### src/rtl/cache_bist_pkg.sv
// -----------------------------------------------------------------------------
// cache_bist_pkg
// Shared definitions for the cache BIST engine: FSM state encodings, the
// per-word test pattern and the byte-lane merge used by the byte-write phase.
// Each *_WAIT encoding is its *_ISSUE encoding plus one, and each phase's
// *_WAIT plus one is the next phase's *_ISSUE (BR_WAIT + 1 is DONE). The FSM
// relies on this ordering to step between states.
// -----------------------------------------------------------------------------
package cache_bist_pkg;

   localparam logic [3:0] ST_IDLE     = 4'd0;
   localparam logic [3:0] ST_WR_ISSUE = 4'd1;
   localparam logic [3:0] ST_WR_WAIT  = 4'd2;
   localparam logic [3:0] ST_RD_ISSUE = 4'd3;
   localparam logic [3:0] ST_RD_WAIT  = 4'd4;
   localparam logic [3:0] ST_BW_ISSUE = 4'd5;
   localparam logic [3:0] ST_BW_WAIT  = 4'd6;
   localparam logic [3:0] ST_BR_ISSUE = 4'd7;
   localparam logic [3:0] ST_BR_WAIT  = 4'd8;
   localparam logic [3:0] ST_DONE     = 4'd9;

   // Full-word test pattern for word index idx.
   function automatic logic [31:0] pat(input logic [31:0] seed, input logic [15:0] idx);
      return seed ^ {idx, ~idx};
   endfunction

   // Replace byte lane 'lane' of 'word' with 'byte_v'.
   function automatic logic [31:0] byte_merge(input logic [31:0] word,
                                              input logic [1:0]  lane,
                                              input logic [7:0]  byte_v);
      logic [31:0] r;
      r = word;
      r[{lane, 3'b000} +: 8] = byte_v;
      return r;
   endfunction

endpackage

### src/rtl/cache_bist_watchdog.sv
// -----------------------------------------------------------------------------
// bist_watchdog
// Cycle counter bounding how long the BIST may sit in one state.
// Ports:
//   clk, rst_n : clock, asynchronous active-low reset
//   clear      : restart the count (asserted on the edge a state is entered)
//   enable     : count this cycle
//   expired    : high during the TIMEOUT-th consecutive enabled cycle
// -----------------------------------------------------------------------------
module bist_watchdog #(
   parameter int TIMEOUT = 1024
) (
   input  logic clk,
   input  logic rst_n,
   input  logic clear,
   input  logic enable,
   output logic expired
);

   localparam int CW = (TIMEOUT > 1) ? $clog2(TIMEOUT) : 1;
   localparam logic [CW-1:0] LAST = CW'(TIMEOUT - 1);

   logic [CW-1:0] count;

   always_ff @(posedge clk or negedge rst_n) begin
      if (!rst_n) begin
         count <= '0;
      end else if (clear) begin
         count <= '0;
      end else if (enable && (count != LAST)) begin
         count <= count + 1'b1;
      end
   end

   // count is 0 in the first cycle of a state, so LAST marks cycle TIMEOUT.
   assign expired = enable && (count == LAST);

endmodule

### src/rtl/cache_bist.sv
// -----------------------------------------------------------------------------
// cache_bist
// Four-phase built-in self test for a word-addressed cache:
//   1 write pat(i) to every word, 2 read back and compare,
//   3 write one byte lane (lane i[1:0]) with ~pat(i)[7:0], 4 read back merged.
// Stops on the first mismatch or on a watchdog timeout in any ISSUE/WAIT state.
// Ports:
//   clk, rst_n        : clock, asynchronous active-low reset
//   start             : one-cycle pulse, honoured only in IDLE or DONE
//   address, data_in  : byte address and write data to the cache
//   write_enable      : byte strobes, 0 means read
//   data_out          : cache read data
//   data_out_ready    : cache read data valid
//   busy              : cache is evicting or filling
//   done, pass        : run finished / run result (valid with done)
//   timeout           : failure was a watchdog expiry
//   fail_addr/expected/actual : first-failure capture
// -----------------------------------------------------------------------------
module cache_bist
   import cache_bist_pkg::*;
#(
   parameter logic [31:0] BASE_ADDR  = 32'h0000_0040,
   parameter int          WORD_COUNT = 64,
   parameter logic [31:0] SEED       = 32'hA5C3_5A3C,
   parameter int          TIMEOUT    = 1024
) (
   input  logic        clk,
   input  logic        rst_n,
   input  logic        start,
   output logic [31:0] address,
   output logic [31:0] data_in,
   output logic [3:0]  write_enable,
   input  logic [31:0] data_out,
   input  logic        data_out_ready,
   input  logic        busy,
   output logic        done,
   output logic        pass,
   output logic        timeout,
   output logic [31:0] fail_addr,
   output logic [31:0] fail_expected,
   output logic [31:0] fail_actual
);

   localparam logic [15:0] LAST_IDX = 16'(WORD_COUNT - 1);

   logic [3:0]  state, state_nxt;
   logic [15:0] idx, idx_nxt;
   logic        acc_done, fail_now, wd_hit;
   logic        wd_clear, wd_enable, wd_expired;
   logic        load_cmd;
   logic [31:0] pat_cur, pat_nxt, rd_expected;
   logic [31:0] cmd_addr, cmd_data;
   logic [3:0]  cmd_we;

   bist_watchdog #(.TIMEOUT(TIMEOUT)) u_watchdog (
      .clk     (clk),
      .rst_n   (rst_n),
      .clear   (wd_clear),
      .enable  (wd_enable),
      .expired (wd_expired)
   );

   assign pat_cur     = pat(SEED, idx);
   assign rd_expected = (state == ST_BR_WAIT) ? byte_merge(pat_cur, idx[1:0], ~pat_cur[7:0])
                                              : pat_cur;

   // Next-state logic
   always_comb begin
      state_nxt = state;
      idx_nxt   = idx;
      acc_done  = 1'b0;
      fail_now  = 1'b0;
      wd_hit    = 1'b0;
      case (state)
         ST_IDLE, ST_DONE: begin
            if (start) begin
               state_nxt = ST_WR_ISSUE;
               idx_nxt   = '0;
            end
         end
         ST_WR_ISSUE, ST_RD_ISSUE, ST_BW_ISSUE, ST_BR_ISSUE: begin
            if (!busy) begin
               state_nxt = state + 4'd1;
            end else if (wd_expired) begin
               wd_hit = 1'b1;
            end
         end
         ST_WR_WAIT, ST_BW_WAIT: begin
            if (!busy) begin
               acc_done = 1'b1;
            end else if (wd_expired) begin
               wd_hit = 1'b1;
            end
         end
         ST_RD_WAIT, ST_BR_WAIT: begin
            if (data_out_ready) begin
               if (data_out != rd_expected) begin
                  fail_now = 1'b1;
               end else begin
                  acc_done = 1'b1;
               end
            end else if (wd_expired) begin
               wd_hit = 1'b1;
            end
         end
         default: state_nxt = ST_IDLE;
      endcase

      if (fail_now || wd_hit) begin
         state_nxt = ST_DONE;
      end else if (acc_done) begin
         if (idx == LAST_IDX) begin
            // Last word of the phase: wrap and step into the next phase
            // (BR_WAIT + 1 is DONE).
            idx_nxt   = '0;
            state_nxt = state + 4'd1;
         end else begin
            idx_nxt   = idx + 16'd1;
            state_nxt = state - 4'd1;
         end
      end
   end

   assign wd_enable = (state != ST_IDLE) && (state != ST_DONE);
   assign wd_clear  = (state_nxt != state);

   // Command presented for the access that starts on the next edge.
   assign pat_nxt  = pat(SEED, idx_nxt);
   assign cmd_addr = BASE_ADDR + {14'b0, idx_nxt, 2'b00};
   assign load_cmd = (state_nxt != state) &&
                     ((state_nxt == ST_WR_ISSUE) || (state_nxt == ST_RD_ISSUE) ||
                      (state_nxt == ST_BW_ISSUE) || (state_nxt == ST_BR_ISSUE));

   always_comb begin
      cmd_we   = 4'b0000;
      cmd_data = 32'h0;
      case (state_nxt)
         ST_WR_ISSUE: begin
            cmd_we   = 4'b1111;
            cmd_data = pat_nxt;
         end
         ST_BW_ISSUE: begin
            cmd_we   = 4'b0001 << idx_nxt[1:0];
            cmd_data = {4{~pat_nxt[7:0]}};
         end
         default: ;
      endcase
   end

   // State and registered outputs
   always_ff @(posedge clk or negedge rst_n) begin
      if (!rst_n) begin
         state         <= ST_IDLE;
         idx           <= '0;
         address       <= '0;
         data_in       <= '0;
         write_enable  <= '0;
         done          <= 1'b0;
         pass          <= 1'b0;
         timeout       <= 1'b0;
         fail_addr     <= '0;
         fail_expected <= '0;
         fail_actual   <= '0;
      end else begin
         state <= state_nxt;
         idx   <= idx_nxt;

         // The command is loaded once on ISSUE entry and held through WAIT.
         if (load_cmd) begin
            address      <= cmd_addr;
            data_in      <= cmd_data;
            write_enable <= cmd_we;
         end

         if ((state_nxt == ST_DONE) && (state != ST_DONE)) begin
            done         <= 1'b1;
            pass         <= !(fail_now || wd_hit);
            timeout      <= wd_hit;
            write_enable <= 4'b0000;
            if (fail_now || wd_hit) begin
               fail_addr <= address;
            end
            if (fail_now) begin
               fail_expected <= rd_expected;
               fail_actual   <= data_out;
            end
         end

         if (((state == ST_IDLE) || (state == ST_DONE)) && start) begin
            done          <= 1'b0;
            pass          <= 1'b0;
            timeout       <= 1'b0;
            fail_addr     <= '0;
            fail_expected <= '0;
            fail_actual   <= '0;
         end
      end
   end

endmodule
### config.mk
export PLATFORM = sky130hd
export DESIGN_NAME = cache_bist
export DESIGN_NICKNAME = d
export VERILOG_FILES = /design/src/rtl/cache_bist_pkg.sv /design/src/rtl/cache_bist_watchdog.sv /design/src/rtl/cache_bist.sv
export SDC_FILE = /design/constraint.sdc
export NUM_CORES = 1
export LEC_CHECK = 0
export CAP_MARGIN = 10
export CORE_ASPECT_RATIO = 0.5
export CORE_MARGIN = 4
export CORE_UTILIZATION = 25
export CTS_CLUSTER_SIZE = 40
export DETAILED_ROUTE_END_ITERATION = 6
export GPL_TIMING_DRIVEN = 0
export PLACE_DENSITY = 0.57
export REMOVE_ABC_BUFFERS = 1
export SYNTH_ARGS = -nofsm -noshare
export SYNTH_HDL_FRONTEND = slang
export SYNTH_HIERARCHICAL = 1
export SYNTH_SLANG_ARGS = --single-unit
### constraint.sdc
create_clock -name clk -period 4.9 [get_ports clk]
set_clock_uncertainty 0.1 [all_clocks]
set_input_delay 0.49 -clock clk [delete_from_list [all_inputs] [get_ports clk]]
set_output_delay 0.49 -clock clk [all_outputs]
set_load 0.05 [all_outputs]
==> results.sh <==
export IMPL_synth_compound_area_share_pct=17.3
export IMPL_endpoint_kind="register"
export IMPL_synth_distinct_cells=81
export IMPL_internal_power_uw=3440
export IMPL_max_freq_mhz=201
export IMPL_dieArea_um2=40500
export IMPL_hold_path_depth=2
export IMPL_yosys_area_top_type_share_pct=40.7
export IMPL_synthTopCellsByCount="nand2_1 (159), dfrtp_1 (151), nor2_1 (82), o21ai_0 (60), buf_4 (51)"
export IMPL_grt_max_degree=88
export IMPL_layout_drive_gt1_share_pct=22.2
export IMPL_slowest_delay_ps=520
export IMPL_grt_total_usage_pct=15.1
export IMPL_violations="negative setup slack"
export IMPL_combPwrFrac_pct=56.1
export IMPL_yosysWarningCount=6
export IMPL_post_route_period_util_pct=102
export IMPL_grt_pass1_wl_um=47900
export IMPL_die_x_um=281
export IMPL_ir_drop_mv=0.365
export IMPL_drc=0
export IMPL_finalWirelength_um=32600
export IMPL_setup_viol=37
export IMPL_cts_sinks=151
export IMPL_cp_depth=18
export IMPL_yosys_area_share_simple_pct=22.4
export IMPL_vias_per_cell=4.89
export IMPL_tns_ps=-1470
export IMPL_num_vias=8569
export IMPL_period_minus_slack_ps=4980
export IMPL_h_tree_depth=4
export IMPL_power_frac_seq_pct=24.0
export IMPL_crit_buf_inv=6
export IMPL_drtPass1Iterations=5
export IMPL_cp_start_kind="register"
export IMPL_nets=1302
export IMPL_synth_xor_area_share_pct=4.53
export IMPL_cap_violations=0
export IMPL_power_switching_uw=3180
export IMPL_synthMuxAreaShare_pct=4.82
export IMPL_cp_top_family="simple AND/OR/NAND/NOR gates"
export IMPL_r2r_setup_slack_ps=-80
export IMPL_ioPinCount=204
export IMPL_rsz0062_at_grt="yes"
export IMPL_routedWlPerCell_um=18.6
export IMPL_sw_frac_of_total_pct=48.0
export IMPL_hold_slack_ps=379
export IMPL_die_h_um=144
export IMPL_maxSlewViolCount=0
export IMPL_crit_start="idx[0]"
export IMPL_core_area_um2=36300
export IMPL_worstPathArrival_ps=5210
export IMPL_cp_slowest_cell="or4b_4"
export IMPL_path_clk_slew_ps=70
export IMPL_num_rows=49
export IMPL_timing_rr_end="fail_actual[30]"
export IMPL_syn_area_per_cell_um2=8.80
export IMPL_postSynthCellCount=1056
export IMPL_numCtsBuffers=17
export IMPL_finalHoldViolCount=0
export IMPL_ys_ff_latch=151
export IMPL_synth_fa_ha_area_share_pct=1.62
export IMPL_synthArstFlopShare_pct=100
export IMPL_power_density_nw_per_um2=491
export IMPL_dp_hpwl_um=21200
export IMPL_clock_path_buffers=2
export IMPL_gp_congestion=0.849
export IMPL_layout_setup_ws_ps=-81.8
export IMPL_ant_nets=0
export IMPL_synth_top_family_by_area="simple AND/OR/NAND/NOR gates"
export IMPL_path_class="reg2reg"
export IMPL_hold_path_class="reg2reg"
export IMPL_first_iter_violations=717
export IMPL_port_buffer_count=173
export IMPL_required_ps=5130
export IMPL_synth_area_leader_cell="dfrtp_1"
export IMPL_worst_slew_pin_transition_ps=1010
export IMPL_synthFlopType="dfrtp_1"
export IMPL_pre_cts_ws_ps=-2490
export IMPL_yosys_top_cells_area="dfrtp_1 (41%), nand2_1 (6.4%), buf_4 (4.1%), mux2i_1 (3.4%), nor2_1 (3.3%)"
export IMPL_leakage_uw=0.00554
export IMPL_grt_pass1_vias=8047
export IMPL_clkPwrFrac_pct=20.0
export IMPL_syn_area_um2=9290
export IMPL_slew_headroom_pct=32.1
export IMPL_timing_rr_start="idx[0]"
export IMPL_status="finished with violations"
export IMPL_r2r_cells=18
export IMPL_worstPathMaxFanout=8
export IMPL_clock_latency_ps=440
export IMPL_utilization_pct=37.2
export IMPL_cts_root_buffer="clkbuf_16"
export IMPL_path_cells="clkinvlp_4, ha_4, buf_6, nor4b_1, mux2i_4, xor2_1, nor3b_1, nand3_2, nor4_4, mux2_4, o31ai_4, or4b_4, nor3_4, buf_8, buf_16, buf_12, clkbuf_16, o21ai_1"
export IMPL_synth_edff_count=0
export IMPL_yosysMostFrequentCell="nand2_1"
export IMPL_tritoncts="built"
export IMPL_gr_total_overflow=0
export IMPL_ys_seq_area_share_pct=40.7
export IMPL_initial_core_util_pct=25.6
export IMPL_antenna_found_initial=2
export IMPL_syn_to_final_growth_pct=45.4
export IMPL_crit_end="fail_actual[30]"
[cell type report]
class / instances / area [um^2]
fillers: 3609 / 22800
clock inverters: 14 / 138
diodes: 2 / 5.00
multi-input cells: 790 / 5590
inverters: 32 / 124
clock buffers: 18 / 439
flip-flops and latches: 151 / 3790
repair buffers: 261 / 2820
well taps: 484 / 606
[through the flow]
step	cells	power, uW	instance area, um^2
final	1752	6620	13500
after global routing	1752	6970	13500
after CTS	1714	6250	12700
after detailed placement	1634	4470	11300
after global placement	1625	4400	11100
after floorplan	968	3530	8720
[flip-flops by register name, indices dropped and copies added, names as in the netlist]
| name | count |
|---|---|
| state | 4 |
| done | 1 |
| idx | 16 |
| timeout | 1 |
| fail_actual | 32 |
| pass | 1 |
| fail_addr | 17 |
| address | 17 |
| u_watchdog/count | 10 |
| fail_expected | 32 |
| data_in | 16 |
| write_enable | 4 |
[routing by layer]
| metal | part of all wire (%) | GRT usage, % | up-vias |
|---|---|---|---|
| met5 | 0 | 0 | - |
| met4 | 1.3 | 3.99 | 0 |
| met3 | 5.2 | 2.76 | 39 |
| met2 | 50 | 25.9 | 216 |
| met1 | 44 | 19.7 | 4230 |
| li1 | - | - | 4084 |
[layout by cell type (no fill, tap or decap), types with 8 or more instances in the layout]
master,count
nand2_2,12
nand4_1,9
nor2_1,69
o21ai_1,20
o21ai_0,49
o21ai_2,13
clkbuf_16,21
mux2i_1,18
inv_1,27
a21oi_1,29
dfrtp_1,147
nor3_1,18
nor2_2,9
nand2_1,140
clkdlybuf4s50_1,172
nand4b_1,9
o31ai_1,19
a211oi_1,14
buf_16,10
and3_1,15
mux2_2,9
xnor2_1,24
ha_1,9
conb_1,30
mux2i_2,8
buf_4,45
buf_6,17
nand3_1,35
a211oi_2,17
xor2_1,22
[power by group through the flow]
stage | clock [uW] | combinational [uW] | sequential, uW
6_report | 1320 | 3710 | 1590
5_1_grt | 1400 | 3960 | 1610
4_1_cts | 1350 | 3320 | 1580
3_5_place_dp | 0 | 2860 | 1610
3_3_place_gp | 0 | 2790 | 1610
2_1_floorplan | 0 | 1420 | 2110
[cell families (layout without fill, tap and decap cells)]
logic type / count (synthesis) / count (layout)
AOI/OAI and AO/OA: 237 / 242
xor gates and xnor gates: 48 / 48
adders and majority gates: 12 / 12
buffers and inverters: 149 / 325
DFF: 151 / 151
muxes: 43 / 43
other: 1 / 32
and+or+nand+nor: 415 / 415
[worst min path at each step]
stage / endpoint / from / slack (ps)
floorplan: address[10] / rst_n / 90
global placement: fail_addr[9] / fail_addr[9] / 360
detailed placement: fail_addr[11] / fail_addr[11] / 370
CTS: fail_addr[11] / fail_addr[11] / 390
global route: fail_addr[8] / fail_addr[8] / 410
finish: fail_addr[11] / fail_addr[11] / 380
[worst reg2reg max path, stage by stage, from the launching register on]
cell and delay [ps]:
dfrtp_4 500, clkinvlp_4 150, ha_4 240, buf_6 130, nor4b_1 500, mux2i_4 180
xor2_1 220, nor3b_1 250, nand3_2 190, nor4_4 440, mux2_4 370, o31ai_4 210
or4b_4 520, nor3_4 190, buf_8 200, buf_16 170, buf_12 120, clkbuf_16 140
o21ai_1 70
[repair_timing]
action	4_1_cts	5_1_grt
gates cloned	7	8
pin swaps	31	40
buffers inserted	40	30
hold endpoints to repair	64	0
hold buffers	1	0
endpoints found under the setup margin	151	111
gates resized for setup	92	112
Note: power is estimated with default switching activity, not from simulation.
